--- config.mk ---
export PLATFORM = sky130hd
export DESIGN_NAME = mram_access_arbiter_flat
export DESIGN_NICKNAME = d
export VERILOG_FILES = /design/src/rtl/mram_access_arbiter_if.sv /design/src/rtl/mram_access_arbiter.sv /design/src/flat_wrapper.sv
export SDC_FILE = /design/constraint.sdc
export NUM_CORES = 1
export LEC_CHECK = 0
export ABC_AREA = 1
export CORE_ASPECT_RATIO = 1.2
export CORE_MARGIN = 1.5
export CORE_UTILIZATION = 44
export DETAILED_ROUTE_END_ITERATION = 10
export PLACE_DENSITY = 0.86
export RECOVER_POWER = 50
export SKIP_CTS_REPAIR_TIMING = 1
export SLEW_MARGIN = 5
export SYNTH_ARGS = -nofsm -noshare
export SYNTH_HDL_FRONTEND = slang
export SYNTH_SLANG_ARGS = --single-unit
--- constraint.sdc ---
create_clock -name FPGA_clk -period 3.15 [get_ports FPGA_clk]
set_input_delay 0.63 -clock FPGA_clk [delete_from_list [all_inputs] [get_ports FPGA_clk]]
set_output_delay 0.63 -clock FPGA_clk [all_outputs]
set_load 0.02 [all_outputs]
--- src/rtl/mram_access_arbiter_if.sv ---
// Requester-side handshake bundle for mram_access_arbiter: two command ports
// plus shared grant/done/read-data/busy returns.
interface mram_access_arbiter_if #(
  parameter int ADDR_W = 20,
  parameter int DATA_W = 16
);
  logic              req0, req1;
  logic              we0, we1;
  logic [1:0]        be0, be1;
  logic [ADDR_W-1:0] addr0, addr1;
  logic [DATA_W-1:0] wdata0, wdata1;
  logic              gnt0, gnt1;
  logic              done0, done1;
  logic [DATA_W-1:0] rdata;
  logic              busy;

  modport master (
    output req0, req1, we0, we1, be0, be1, addr0, addr1, wdata0, wdata1,
    input  gnt0, gnt1, done0, done1, rdata, busy
  );

  modport slave (
    input  req0, req1, we0, we1, be0, be1, addr0, addr1, wdata0, wdata1,
    output gnt0, gnt1, done0, done1, rdata, busy
  );
endinterface

--- src/rtl/mram_access_arbiter.sv ---
// Two-port arbiter/sequencer for an asynchronous 16-bit MRAM (IDLE/SETUP/ACCESS/RECOVER).
// Define MRAM_ARB_FIXED_PRIO_EN for strict port-0 priority instead of round-robin.
module mram_access_arbiter #(
  parameter int ADDR_W  = 20,
  parameter int DATA_W  = 16,
  parameter int T_SETUP = 1,
  parameter int T_WR    = 10,
  parameter int T_RD    = 5,
  parameter int T_REC   = 2
) (
  input  logic                FPGA_clk,
  input  logic                FPGA_rst_n,
  mram_access_arbiter_if.slave rq,
  output logic                chip_en_out,
  output logic                read_en_out,
  output logic                write_en_out,
  output logic                lb_en_out,
  output logic                ub_en_out,
  output logic [ADDR_W-1:0]   addr_line,
  output logic [DATA_W-1:0]   data_line,
  output logic                data_oe,
  input  logic [DATA_W-1:0]   data_in
);
  localparam int T_M1  = (T_SETUP > T_WR) ? T_SETUP : T_WR;
  localparam int T_M2  = (T_RD > T_REC) ? T_RD : T_REC;
  localparam int T_MAX = (T_M1 > T_M2) ? T_M1 : T_M2;
  localparam int CNT_W = $clog2(T_MAX) + 1;

  typedef enum logic [1:0] {IDLE, SETUP, ACCESS, RECOVER} state_t;

  state_t            state_q, state_d;
  logic [CNT_W-1:0]  cnt_q, cnt_d;
  logic              own_q, own_d;
  logic              we_q, we_d;
  logic [1:0]        be_q, be_d;
  logic [ADDR_W-1:0] addr_d;
  logic [DATA_W-1:0] wdata_d;
  logic              gnt0_d, gnt1_d, done0_d, done1_d, cap_d;
  logic              act_d;
  logic              pick1;

`ifdef MRAM_ARB_FIXED_PRIO_EN
  assign pick1 = !rq.req0;
`else
  // last_q == 1 means port 1 was served last, so port 0 wins the next tie
  logic last_q;
  assign pick1 = rq.req1 && (!rq.req0 || !last_q);

  always_ff @(posedge FPGA_clk or negedge FPGA_rst_n)
    if (!FPGA_rst_n)                                   last_q <= 1'b1;
    else if (state_q == IDLE && (rq.req0 || rq.req1)) last_q <= pick1;
`endif

  assign rq.busy = (state_q != IDLE);

  always_comb begin
    state_d = state_q;
    cnt_d   = cnt_q;
    own_d   = own_q;
    we_d    = we_q;
    be_d    = be_q;
    addr_d  = addr_line;
    wdata_d = data_line;
    gnt0_d  = 1'b0;
    gnt1_d  = 1'b0;
    done0_d = 1'b0;
    done1_d = 1'b0;
    cap_d   = 1'b0;
    unique case (state_q)
      IDLE: if (rq.req0 || rq.req1) begin
        state_d = SETUP;
        cnt_d   = CNT_W'(T_SETUP - 1);
        own_d   = pick1;
        gnt0_d  = !pick1;
        gnt1_d  = pick1;
        we_d    = pick1 ? rq.we1    : rq.we0;
        be_d    = pick1 ? rq.be1    : rq.be0;
        addr_d  = pick1 ? rq.addr1  : rq.addr0;
        wdata_d = pick1 ? rq.wdata1 : rq.wdata0;
      end
      SETUP: if (cnt_q == '0) begin
        state_d = ACCESS;
        cnt_d   = we_q ? CNT_W'(T_WR - 1) : CNT_W'(T_RD - 1);
      end else cnt_d = cnt_q - CNT_W'(1);
      ACCESS: if (cnt_q == '0) begin
        state_d = RECOVER;
        cnt_d   = CNT_W'(T_REC - 1);
        done0_d = !own_q;
        done1_d = own_q;
        cap_d   = !we_q;
      end else cnt_d = cnt_q - CNT_W'(1);
      RECOVER: if (cnt_q == '0) state_d = IDLE;
               else              cnt_d   = cnt_q - CNT_W'(1);
      default: state_d = IDLE;
    endcase
    act_d = (state_d == SETUP) || (state_d == ACCESS);
  end

  // Strobes are registered from the next state so the pads see glitch-free edges
  always_ff @(posedge FPGA_clk or negedge FPGA_rst_n)
    if (!FPGA_rst_n) begin
      state_q      <= IDLE;
      cnt_q        <= '0;
      own_q        <= 1'b0;
      we_q         <= 1'b0;
      be_q         <= 2'b00;
      addr_line    <= '0;
      data_line    <= '0;
      rq.gnt0      <= 1'b0;
      rq.gnt1      <= 1'b0;
      rq.done0     <= 1'b0;
      rq.done1     <= 1'b0;
      rq.rdata     <= '0;
      chip_en_out  <= 1'b1;
      read_en_out  <= 1'b1;
      write_en_out <= 1'b1;
      lb_en_out    <= 1'b1;
      ub_en_out    <= 1'b1;
      data_oe      <= 1'b0;
    end else begin
      state_q      <= state_d;
      cnt_q        <= cnt_d;
      own_q        <= own_d;
      we_q         <= we_d;
      be_q         <= be_d;
      addr_line    <= addr_d;
      data_line    <= wdata_d;
      rq.gnt0      <= gnt0_d;
      rq.gnt1      <= gnt1_d;
      rq.done0     <= done0_d;
      rq.done1     <= done1_d;
      if (cap_d) rq.rdata <= data_in;
      chip_en_out  <= !act_d;
      read_en_out  <= !(state_d == ACCESS && !we_d);
      write_en_out <= !(state_d == ACCESS && we_d);
      lb_en_out    <= !(act_d && be_d[0]);
      ub_en_out    <= !(act_d && be_d[1]);
      data_oe      <= act_d && we_d;
    end
endmodule
--- src/flat_wrapper.sv ---
// flat-port wrapper written by rule: the top's interface ports become plain ports
module mram_access_arbiter_flat 
#(
  parameter int ADDR_W  = 20,
  parameter int DATA_W  = 16,
  parameter int T_SETUP = 1,
  parameter int T_WR    = 10,
  parameter int T_RD    = 5,
  parameter int T_REC   = 2
)
  (FPGA_clk, FPGA_rst_n, chip_en_out, read_en_out, write_en_out, lb_en_out, ub_en_out, addr_line, data_line, data_oe, data_in, rq_req0, rq_req1, rq_we0, rq_we1, rq_be0, rq_be1, rq_addr0, rq_addr1, rq_wdata0, rq_wdata1, rq_gnt0, rq_gnt1, rq_done0, rq_done1, rq_rdata, rq_busy);
  mram_access_arbiter_if #(.ADDR_W(ADDR_W), .DATA_W(DATA_W)) rq_i ();
  input  logic FPGA_clk;
  input  logic FPGA_rst_n;
  output logic chip_en_out;
  output logic read_en_out;
  output logic write_en_out;
  output logic lb_en_out;
  output logic ub_en_out;
  output logic [ADDR_W-1:0] addr_line;
  output logic [DATA_W-1:0] data_line;
  output logic data_oe;
  input  logic [DATA_W-1:0] data_in;
  input wire logic [$bits(rq_i.req0)-1:0] rq_req0;
  input wire logic [$bits(rq_i.req1)-1:0] rq_req1;
  input wire logic [$bits(rq_i.we0)-1:0] rq_we0;
  input wire logic [$bits(rq_i.we1)-1:0] rq_we1;
  input wire logic [$bits(rq_i.be0)-1:0] rq_be0;
  input wire logic [$bits(rq_i.be1)-1:0] rq_be1;
  input wire logic [$bits(rq_i.addr0)-1:0] rq_addr0;
  input wire logic [$bits(rq_i.addr1)-1:0] rq_addr1;
  input wire logic [$bits(rq_i.wdata0)-1:0] rq_wdata0;
  input wire logic [$bits(rq_i.wdata1)-1:0] rq_wdata1;
  output wire logic [$bits(rq_i.gnt0)-1:0] rq_gnt0;
  output wire logic [$bits(rq_i.gnt1)-1:0] rq_gnt1;
  output wire logic [$bits(rq_i.done0)-1:0] rq_done0;
  output wire logic [$bits(rq_i.done1)-1:0] rq_done1;
  output wire logic [$bits(rq_i.rdata)-1:0] rq_rdata;
  output wire logic [$bits(rq_i.busy)-1:0] rq_busy;
  assign rq_i.req0 = rq_req0;
  assign rq_i.req1 = rq_req1;
  assign rq_i.we0 = rq_we0;
  assign rq_i.we1 = rq_we1;
  assign rq_i.be0 = rq_be0;
  assign rq_i.be1 = rq_be1;
  assign rq_i.addr0 = rq_addr0;
  assign rq_i.addr1 = rq_addr1;
  assign rq_i.wdata0 = rq_wdata0;
  assign rq_i.wdata1 = rq_wdata1;
  assign rq_gnt0 = rq_i.gnt0;
  assign rq_gnt1 = rq_i.gnt1;
  assign rq_done0 = rq_i.done0;
  assign rq_done1 = rq_i.done1;
  assign rq_rdata = rq_i.rdata;
  assign rq_busy = rq_i.busy;
  mram_access_arbiter #(.ADDR_W(ADDR_W), .DATA_W(DATA_W), .T_SETUP(T_SETUP), .T_WR(T_WR), .T_RD(T_RD), .T_REC(T_REC)) u_core (.FPGA_clk(FPGA_clk), .FPGA_rst_n(FPGA_rst_n), .rq(rq_i), .chip_en_out(chip_en_out), .read_en_out(read_en_out), .write_en_out(write_en_out), .lb_en_out(lb_en_out), .ub_en_out(ub_en_out), .addr_line(addr_line), .data_line(data_line), .data_oe(data_oe), .data_in(data_in));
endmodule
## Yosys cells after proc, flatten, opt, wreduce, memory -nomap -nowiden

Cells that the tools add are included.

- Register bits after elaboration: 74
- Bits in latches: 0
- Memory bits (writable): 0
- Memory bits (read-only): 0
- Output and inout bits: 63
- Word-level logic and storage cells: 82
- Memories: 0

- Add/sub/neg operators: 1
- $mul: 0
- Div/mod/pow operators: 0
- Order comparisons: 0
- Equal/unequal tests: 7
- Shift-type cells: 0
- Muxes and demuxes: 29
- Bitwise logic cells: 0
- Reduce and logical (&&, ||, !) cells: 26

Operator list:

| cell | number |
|---|---|
| two-way mux 20 bit | 1 |
| two-way mux 5 bit | 4 |
| one-hot mux 5 bit (4 select lines) | 1 |
| two-way mux 16 bit | 1 |
| two-way mux 2 bit | 7 |
| two-way mux 1 bit | 13 |
| zero test 1 bit | 11 |
| one-hot mux 2 bit (4 select lines) | 1 |
| logical AND 1 bit | 7 |
| == test 2 bit (second input constant) | 3 |
| zero test 5 bit | 1 |
| subtractor 5 x 1 -> 5 bit (second input constant) | 1 |
| == test 2 x 1 -> 1 bit (second input constant) | 2 |
| two-way mux 4 bit | 1 |
| inequality test 2 bit (second input constant) | 2 |
| AND reduction 2 bit | 2 |
| logical OR 1 bit | 3 |
| zero test 2 bit | 1 |
| nonzero test 2 bit | 1 |

## Longest topological paths before layout

- Depth after elaboration: 9
- Mapped depth: 10
- Gate-level depth less buffers: 10

## Worst setup path after synthesis

No wires, ideal clock.

- Path type: input to register
- Start point: in rq_req1
- End point: reg u_core.lb_en_out
- Arrival: 1.714 ns
- Path slack: 1.356 ns
- Stages: 9
- Buffers on the path: 1
- Path through: nor2_1 > nor2_8 > inv_2 > buf_6 > nand3_1 > inv_1 > ha_1 > inv_1 > nand2_1

- Longest elaborated chain between the ends: 7
- Elaborated cells between the ends (all ways): 12
- Classes of those cells: 2 x eq/ne; 5 x mux; 5 x reduce/logical

RTL lines:

| item | line | text |
|---|---|---|
| start: declaration | flat_wrapper.sv:25 | `input wire logic [$bits(rq_i.req1)-1:0] rq_req1;` |
| logical OR 1 bit * | mram_access_arbiter.sv:70 | `IDLE: if (rq.req0 \|\| rq.req1) begin` |
| two-way mux 2 bit * | mram_access_arbiter.sv:70 |  |
| one-hot mux 2 bit (4 select lines) * | mram_access_arbiter.sv:69 | `unique case (state_q)` |
| net u_core.state_d[0] | mram_access_arbiter.sv:31 | `state_t state_q, state_d;` |
| == test 2 x 1 -> 1 bit / == test 2 bit (equally long branches) | mram_access_arbiter.sv:96 | `act_d = (state_d == SETUP) \|\| (state_d == ACCESS);` |
| logical OR 1 bit * | mram_access_arbiter.sv:96 |  |
| logical AND 1 bit * | mram_access_arbiter.sv:136 | `lb_en_out <= !(act_d && be_d[0]);` |
| zero test 1 bit * | mram_access_arbiter.sv:136 |  |
| end signal: assignment | mram_access_arbiter.sv:136 |  |
| end: declaration | mram_access_arbiter.sv:17 | `output logic lb_en_out,` |

Mark *: on every way through the listed nets, which the timed path passes. The rest lies on a longest branch.
A chain may end at the register's enable or synchronous reset.

## Final worst setup path

- Start point: in rq_req0
- End point: reg u_core.addr_line[5]

- Longest elaborated chain between the ends: 4
- Elaborated cells between the ends (all ways): 6
- Classes of those cells: 1 x mux; 5 x reduce/logical

RTL lines:

| item | line | text |
|---|---|---|
| start: declaration | flat_wrapper.sv:24 | `input wire logic [$bits(rq_i.req0)-1:0] rq_req0;` |
| zero test 1 bit | mram_access_arbiter.sv:47 | `assign pick1 = rq.req1 && (!rq.req0 \|\| !last_q);` |
| logical OR 1 bit | mram_access_arbiter.sv:47 |  |
| logical AND 1 bit | mram_access_arbiter.sv:47 |  |
| two-way mux 20 bit | mram_access_arbiter.sv:78 | `addr_d = pick1 ? rq.addr1 : rq.addr0;` |
| end signal: assignment | mram_access_arbiter.sv:126 | `addr_line <= addr_d;` |
| end: declaration | mram_access_arbiter.sv:19 | `output logic [ADDR_W-1:0] addr_line,` |

Parallel ways exist; a longest one is shown, timed or not.

==> impl_metrics.tcl <==
set metrics [dict create \
    status "finished, violations left" \
    failed_checks "max-capacitance violations, max-slew violations" \
    crit_path_start_kind "input pin" \
    final_max_slew_viol_count 75 \
    synth_cells 379 \
    synth-compound-area-share_pct 5.41 \
    grt_pass1_wl_um 13900 \
    drt_first_pass_iters 4 \
    max_cap_viol_count 1 \
    routed_wl_um 8850 \
    fin_nets 638 \
    drtAntennaViolNets 0 \
    arrival_ns 2.82 \
    ys_seq_elements 74 \
    muxShareOfSynthArea_pct 0 \
    n_antenna_cell 0 \
    clock_latency_ns 0.34 \
    die_area_um2 8050 \
    synth_fp_nets 479 \
    grt_overflow 0 \
    htreeDepth 3 \
    initial_core_util_pct 45.5 \
    leakage_nw 2.35 \
    clk_pin_slew_ns 0.08 \
    place_congestion 0.850 \
    hold_class "reg -> reg" \
    final_layout_size_suffix_gt1_share_pct 7.73 \
    antenna_found_initial 0 \
    critPathMostFrequentCell "nand2_1" \
    yosysSeqAreaShare_pct 56.2 \
    placed_cell_area_um2 4930 \
    synth_cell_types 30 \
    setup_ws_ns 0.601 \
    viasPerCell 5.00 \
    drt_iter0_drc 144 \
    grt_max_degree 75 \
    grtUsageMet1_pct 25.6 \
    synth_edf_count 0 \
    synth_top_family_by_area "simple AND/OR/NAND/NOR gates" \
    dpl.cell_count 617 \
    cts_buffers 9 \
    cts_buffer_depth 2 \
    hpwlAfterDp_um 6430 \
    synthesis.area_um2 3310 \
    vias 3163 \
    postLayoutCellArea_um2 5120 \
    final_common_cell "clkdlybuf4s50_1" \
    die_h_um 98.0 \
    fin_crit_sh_pct 80.9 \
    finalNonFillerCells 633 \
    grtUsageMet2_pct 39.6 \
    port_buffers 160 \
    cpMaxStageDelayCell "dlygate4sd3_1" \
    path_max_fanout 26 \
    synth-xor-area-share_pct 0.265 \
    drc_errors 0 \
    synthFlopType "dfrtp_1" \
    critPathMaxStageDelay_ns 0.55 \
    wire_per_inst_um 14.0 \
    critPathTopFamily "buffers and inverters" \
    cts_tree "yes" \
    slew-limit-headroom_pct -17.7 \
    area_growth_pct 54.7 \
    post-place-ws_ns 0.573 \
    period_minus_slack_ns 2.55 \
    setup_tns_ns 0 \
    ir_worst_vdd_mv 0.497 \
    async_flop_share_pct 100 \
    power.density_nw_per_um2 984 \
    grt-busiest-layer "met2" \
    avgSynthCellArea_um2 8.73 \
    ys_warn_count 0 \
    holdWs_ns 0.444 \
    most-common-layout-cells "clkdlybuf4s50_1, nand2_1, dfrtp_1" \
    clkSinkCount 74 \
    hold_viol 0 \
    setup_violations 0 \
    grt_util_met3_pct 5.33 \
    synth-simple-area-share_pct 32.0 \
    final.setup_skew_ns 0.0112 \
    grt_pass1_vias 3087 \
    worst-setup-path-type "in -> reg" \
    rsz0062_at_grt "no" \
    die-width_um 82.2 \
    max_freq_ghz 0.392 \
    rows 34 \
    clockRootBuffer "clkbuf_8" \
    synthAdderAreaFrac_pct 0.756 \
    end_kind "register" \
    cp_cell_sequence "dlygate4sd3_1 -> nand2_1 -> nand2_1 -> inv_1 -> nand2_1 -> inv_2 -> nand2_1 -> nand3_1" \
    track_usage_pct 22.8 \
    cp.required_ns 3.42 \
    ios 161 \
    fillers 559 \
    cp_num_buf_inv 3 \
    core-area_um2 7270 \
    worstMarginPinSlew_ns 1.77 \
]
area by class of cell:
class | count | area [um^2] | share of cell area [%]
sequential | 74 | 1860 | 36.3
timing repair buffer | 162 | 1610 | 31.5
multi-input combinational | 272 | 1240 | 24.3
clock inverter | 6 | 91.3 | 1.78
tap | 90 | 113 | 2.20
clock buffer | 10 | 128 | 2.49
inverter | 19 | 73.8 | 1.44
path summary, 6_finish.rpt:
path                                             startpoint                              end  slack (ns)  cells after the start
worst max-delay path                                rq_req0  u_core.addr_line[5]$_DFFE_PN0P_        0.60                      8
worst min-delay path               u_core.own_q$_DFFE_PN0P_        u_core.rq.done0$_DFF_PN0_        0.44                      1
worst max register to register  u_core.cnt_q[0]$_DFFE_PN0P_       u_core.ub_en_out$_DFF_PN1_        0.78                     10
worst min register to register     u_core.own_q$_DFFE_PN0P_        u_core.rq.done0$_DFF_PN0_        0.44                      1
max in group asynchronous                        FPGA_rst_n      u_core.cnt_q[3]$_DFFE_PN0P_        1.33                      1
min in group asynchronous                        FPGA_rst_n      u_core.state_q[1]$_DFF_PN0_        0.76                      1
stage by stage:
step	power (mW)	util (%)
2_1_floorplan	3.16	-
3_3_place_gp	4.20	67.8
3_5_place_dp	4.29	67.8
4_1_cts	5.11	70.8
5_1_grt	5.37	70.3
6_report	5.04	70.3
layer usage:
metal / wire length (um) / share of wire [%] / up-vias
met4: 234 / 2.6 / 0
li1: - / - / 1527
met2: 4590 / 52 / 126
met5: 0 / 0 / -
met3: 540 / 6.1 / 20
met1: 3480 / 39 / 1490
flip-flops by register name (all words and copies together), names as in the netlist, 2 cells and up:
register          flops
u_core.addr_line     20
u_core.be_q           2
u_core.cnt_q          5
u_core.data_line     16
u_core.rq.rdata      16
u_core.state_q        2
kinds of logic after synthesis:
group,count (synthesis)
AND/OR/NAND/NOR,236
adder cells (fa/ha/maj),2
flip-flops,74
AO/OA/AOI/OAI,33
XOR/XNOR,1
buffers and inverters,33
cell usage after synthesis, types with 3 or more instances:
cell | n | area (um^2)
o21ai_0 | 17 | 85.1
nand2_2 | 10 | 62.6
dfstp_2 | 6 | 158
buf_2 | 5 | 25.0
nand3_1 | 47 | 235
buf_4 | 3 | 22.5
buf_6 | 3 | 33.8
dfrtp_1 | 68 | 1700
inv_1 | 14 | 52.6
o21ai_1 | 10 | 50.1
nand2_1 | 147 | 552
nor2_1 | 21 | 78.8
inv_2 | 3 | 11.3
report_power, final:
part | switching, mW | total, mW | internal [mW] | leakage [nW]
Combinational | 1.44 | 2.56 | 1.12 | 1.37
Clock | 0.347 | 0.794 | 0.447 | 0.0987
Sequential | 0.267 | 1.68 | 1.42 | 0.884
No activity file was read; power rests on OpenSTA's default activity.
